File: src/rtl/btn_debounce_bank.sv
// Five-channel button conditioner: 2-FF synchroniser, per-channel debounce FSM,
// registered level plus press/release/long-press strobes.
module btn_debounce_bank #(
  parameter int unsigned STABLE_CYCLES = 1_000_000,
  parameter int unsigned HOLD_CYCLES   = 100_000_000
) (
  input  logic       clock,
  input  logic       rst_n,
  input  logic [4:0] btn_raw,
  output logic [4:0] btn_level,
  output logic [4:0] btn_press,
  output logic [4:0] btn_release,
  output logic [4:0] btn_hold
);

  localparam int unsigned NCH = 5;
  localparam int unsigned CW  = (STABLE_CYCLES > 1) ? $clog2(STABLE_CYCLES) : 1;
  localparam int unsigned HW  = (HOLD_CYCLES > 1) ? $clog2(HOLD_CYCLES) : 1;
  localparam logic [CW-1:0] CNT_LAST  = CW'(STABLE_CYCLES - 1);
  localparam logic [HW-1:0] HCNT_LAST = HW'(HOLD_CYCLES - 1);

  typedef enum logic [1:0] {
    IDLE,
    PRESS_WAIT,
    PRESSED,
    RELEASE_WAIT
  } state_t;

  logic [4:0]    r_s1;
  logic [4:0]    r_s2;
  state_t        r_state  [NCH];
  logic [CW-1:0] r_cnt    [NCH];
  logic [HW-1:0] r_hcnt   [NCH];
  logic [4:0]    r_hfired;
  logic [4:0]    r_level;
  logic [4:0]    r_press;
  logic [4:0]    r_release;
  logic [4:0]    r_hold;

  always_ff @(posedge clock or negedge rst_n) begin
    if (!rst_n) begin
      r_s1 <= '0;
      r_s2 <= '0;
    end else begin
      r_s1 <= btn_raw;
      r_s2 <= r_s1;
    end
  end

  // hcnt advances on every edge that sees s2=1 while accepted-pressed, including
  // the edge that leaves RELEASE_WAIT, so a bounce delays the hold by exactly the
  // cycles spent in RELEASE_WAIT. r_hfired makes the hold strobe one-shot.
  always_ff @(posedge clock or negedge rst_n) begin
    if (!rst_n) begin
      for (int unsigned i = 0; i < NCH; i++) begin
        r_state[i] <= IDLE;
        r_cnt[i]   <= '0;
        r_hcnt[i]  <= '0;
      end
      r_hfired  <= '0;
      r_level   <= '0;
      r_press   <= '0;
      r_release <= '0;
      r_hold    <= '0;
    end else begin
      r_press   <= '0;
      r_release <= '0;
      r_hold    <= '0;
      for (int unsigned i = 0; i < NCH; i++) begin
        case (r_state[i])
          IDLE: begin
            if (r_s2[i]) begin
              r_state[i] <= PRESS_WAIT;
              r_cnt[i]   <= '0;
            end
          end
          PRESS_WAIT: begin
            if (!r_s2[i]) begin
              r_state[i] <= IDLE;
            end else if (r_cnt[i] == CNT_LAST) begin
              r_state[i]  <= PRESSED;
              r_level[i]  <= 1'b1;
              r_press[i]  <= 1'b1;
              r_hcnt[i]   <= '0;
              r_hfired[i] <= 1'b0;
            end else begin
              r_cnt[i] <= r_cnt[i] + 1'b1;
            end
          end
          PRESSED: begin
            if (r_s2[i]) begin
              if (r_hcnt[i] == HCNT_LAST) begin
                if (!r_hfired[i]) begin
                  r_hold[i]   <= 1'b1;
                  r_hfired[i] <= 1'b1;
                end
              end else begin
                r_hcnt[i] <= r_hcnt[i] + 1'b1;
              end
            end else begin
              r_state[i] <= RELEASE_WAIT;
              r_cnt[i]   <= '0;
            end
          end
          RELEASE_WAIT: begin
            if (r_s2[i]) begin
              r_state[i] <= PRESSED;
              if (r_hcnt[i] == HCNT_LAST) begin
                if (!r_hfired[i]) begin
                  r_hold[i]   <= 1'b1;
                  r_hfired[i] <= 1'b1;
                end
              end else begin
                r_hcnt[i] <= r_hcnt[i] + 1'b1;
              end
            end else if (r_cnt[i] == CNT_LAST) begin
              r_state[i]   <= IDLE;
              r_level[i]   <= 1'b0;
              r_release[i] <= 1'b1;
            end else begin
              r_cnt[i] <= r_cnt[i] + 1'b1;
            end
          end
          default: r_state[i] <= IDLE;
        endcase
      end
    end
  end

  assign btn_level   = r_level;
  assign btn_press   = r_press;
  assign btn_release = r_release;
  assign btn_hold    = r_hold;

endmodule
File: config.mk
export PLATFORM = sky130hd
export DESIGN_NAME = btn_debounce_bank
export DESIGN_NICKNAME = d
export VERILOG_FILES = /design/src/rtl/btn_debounce_bank.sv
export SDC_FILE = /design/constraint.sdc
export NUM_CORES = 1
export LEC_CHECK = 0
export ABC_AREA = 0
export CORE_MARGIN = 2
export CORE_UTILIZATION = 53
export DETAILED_ROUTE_END_ITERATION = 7
export DONT_BUFFER_PORTS = 1
export GPL_ROUTABILITY_DRIVEN = 0
export MAX_ROUTING_LAYER = met4
export PLACE_DENSITY = 0.7
export SKIP_LAST_GASP = 1
export SLEW_MARGIN = 20
export SYNTH_ARGS = -nofsm -noshare
export SYNTH_HDL_FRONTEND = slang
export SYNTH_SLANG_ARGS = --single-unit
File: constraint.sdc
create_clock -name clock -period 2.5 [get_ports clock]
set_clock_uncertainty 0.15 [all_clocks]
set_input_delay 0.5 -clock clock [delete_from_list [all_inputs] [get_ports clock]]
set_output_delay 0.5 -clock clock [all_outputs]
set_load 0.1 [all_outputs]
==> out/qor.yml <==
worst_path_largest_cell_delay_ns: 0.54
slew_headroom: 0.282
p_sw_frac: 0.210
cts_sinks: 280
cts_buffer_depth: 3
fmax_ghz: 0.374
synth.top_cell.area_share: 0.480
seqCellArea_um2: 7010
dr.pass1.iters: 6
fillers: 2142
drive_gt1_frac: 0.176
yosys_warnings: 0
clk_latency_ns: 0.56
die-area_um2: 28900
final_core_util: 0.650
drtAntennaViolNets: 0
cp_max_fo: 6
grt_util_all_layers: 0.234
initial_utilization: 0.541
rows: 60
vias: 12200
met3_usage: 0.0272
p_seq_frac: 0.497
power.leakage_nw: 7.60
pin_count: 27
top_usage_layer: "met2"
syn2layout_area_growth_pct: 20.2
synth_ff_type: "dfrtp_1"
whs_ns: -0.509
drc: 0
grt_pass1_wl_um: 55700
ys_ff_latch: 280
wl_per_cell_um: 16.0
crit_path_start_kind: "flip-flop"
hpwl_um: 21000
status: "finished with violations"
comb_power_share: 0.019
grt_pass1_vias: 11800
wirelength_um: 33200
diodes: 0
path_clk_slew_ns: 0.06
slew_viol_final: 0
syn-cell-area_um2: 14600
switchingPower_mw: 1.96
grt_remaining_overflow: 0
post-route-min-period_ns: 2.67
htree_levels: 1
required_ns: 2.78
cts_made_buffers: 30
core_um2: 27000
power_mw: 9.34
num-nets-final: 1723
crit_type: "reg -> reg"
synth.distinct_cells: 76
finalHoldViolCount: 280
fin_ws_ns: -0.174
fin_cells: 2067
cellInternalPower_mw: 7.38
die-width_um: 170
period_share: 1.07
async_flop_share: 1.00
drtIter0Drc: 850
p_per_area_nw_per_um2: 531
die_y_um: 170
via_per_inst: 5.88
hold_buffers: 5
power.share.clock: 0.484
synth-edff-count: 0
syn-num-nets: 1583
use_met1: 0.321
cp.arrival_ns: 2.95
ys_seq_area_frac: 0.480
placed_cells: 1986
maxCapViolCount: 0
synthTopCellsByCount: "dfrtp_1 (280), nor2_1 (201), nand2_1 (146)"
cp_cell_sequence: "or4b_4, or4_4, nand4b_4, buf_6, a211oi_4, xnor2_1, nor2_1"
cp-end-kind: "flip-flop"
multiInputGateArea_um2: 7660
port_buffers: 0
cts_tree: "yes"
syn_inst: 1566
rsz0062_at_grt: "true"
slowest_stage: "or4_4"
syn_avg_cell_area_um2: 9.33
antenna_found_initial: 0
clock-root-buffer: "clkbuf_16"
violations: "hold timing, setup timing"
ir_worst_vdd_mv: 0.589
synth_area_leaders: "dfrtp_1 (48%), nor2_1 (5.2%), xnor2_1 (4.3%)"
setup_viol: 20
grt_max_degree: 281
synth_top_area_cell: "dfrtp_1"
synth.most_common_cell: "dfrtp_1"
use_met2: 0.376
tightest_slew_ns: 1.07
hold_path.class: "in -> async"
## registers in the layout (all words and copies together) (netlist names), named ones only
name / count
btn_press: 5
btn_hold: 5
r_state: 5
r_hcnt: 135
r_s1: 5
r_s2: 5
btn_level: 5
r_hfired: 5
btn_release: 5
r_cnt: 100
## critical path, delay by kind of cell, from the launching register on
family | cells | cell delay, ns
AO/OA/AOI/OAI | 1 | 0.23
XOR/XNOR | 1 | 0.16
buffers and inverters | 1 | 0.19
flip-flops | 1 | 0.39
AND/OR/NAND/NOR | 4 | 1.41
## power groups by stage
stage                     clock [mW]  combinational [mW]  sequential (mW)
after floorplan                    0               0.135             4.70
after global placement             0               0.160             4.72
after detailed placement           0               0.167             4.72
after CTS                       4.63               0.175             4.64
after global routing            4.81               0.202             4.64
final                           4.52               0.179             4.64
## cell families after synthesis
group                      share of synthesized area
AOI/OAI and AO/OA                              0.101
xor gates and xnor gates                      0.0851
adders and majority gates                    0.00856
buffers and inverters                         0.0264
DFF                                            0.480
muxes                                         0.0116
and+or+nand+nor                                0.287
## worst paths after layout
kind	startpoint	endpoint	slack, ns	depth (start not counted)
worst max-delay path	r_cnt[11]	r_hcnt[12]	-0.17	7
worst min-delay path	rst_n	r_hcnt[124]	-0.51	0
worst max register to register	r_cnt[11]	r_hcnt[12]	-0.17	7
worst min register to register	r_s1[3]	r_s2[3]	0.20	0
max in group asynchronous	rst_n	r_hcnt[0]	2.19	0
min in group clock	r_s1[3]	r_s2[3]	0.20	0
## layout make-up
| cell class | instances | area share |
|---|---|---|
| Sequential cell | 280 | 0.399 |
| Tap cell | 341 | 0.0243 |
| Timing Repair Buffer | 164 | 0.0745 |
| Multi-Input combinational cell | 1190 | 0.436 |
| Clock buffer | 40 | 0.0495 |
| Clock inverter | 12 | 0.00791 |
| Inverter | 40 | 0.00855 |
## timing repair
item | in CTS | in global routing
endpoints found under the setup margin | 35 | 106
pin swaps | 12 | 26
setup buffers | 7 | 15
resized for setup | 15 | 82
endpoints found under the hold margin | 285 | 280
gates cloned | 1 | 1
## placed cells by master (no fill, tap or decap), drive strengths merged, types with 8 or more instances in the layout
cell type | synthesis | layout
a21oi | 54 | 54
a22o | 30 | 30
a31oi | 10 | 10
and2 | 13 | 13
and3 | 36 | 36
and4 | 22 | 22
buf | 9 | 159
clkbuf | 48 | 40
clkinv | 0 | 9
dfrtp | 280 | 280
ha | 10 | 10
inv | 40 | 40
mux2i | 9 | 9
nand2 | 146 | 146
nand2b | 13 | 13
nand3 | 105 | 105
nand4 | 63 | 63
nand4b | 10 | 11
nor2 | 201 | 201
nor3 | 44 | 44
nor3b | 13 | 13
nor4 | 43 | 43
nor4b | 10 | 10
o21ai | 68 | 68
o31ai | 12 | 12
or2 | 8 | 8
or3 | 25 | 25
or4 | 17 | 17
xnor2 | 71 | 71
xor2 | 71 | 71
## metal layers
layer,vias up,wire length (um),share of wire
li1,5929,-,-
met2,259,15700,0.47
met5,-,0,0
met3,73,1280,0.039
met4,0,737,0.022
met1,5902,15500,0.47
## through the flow
step / setup TNS [ns] / area (um^2) / setup WS, ns
2_1_floorplan: 0 / 14600 / 0.000121
3_3_place_gp: -0.588 / 15900 / -0.0987
3_5_place_dp: -1.78 / 15900 / -0.176
4_1_cts: -0.531 / 17100 / -0.0881
5_1_grt: -3.71 / 17600 / -0.236
6_report: -1.14 / 17600 / -0.174
Note: power is estimated with default switching activity, not from simulation.
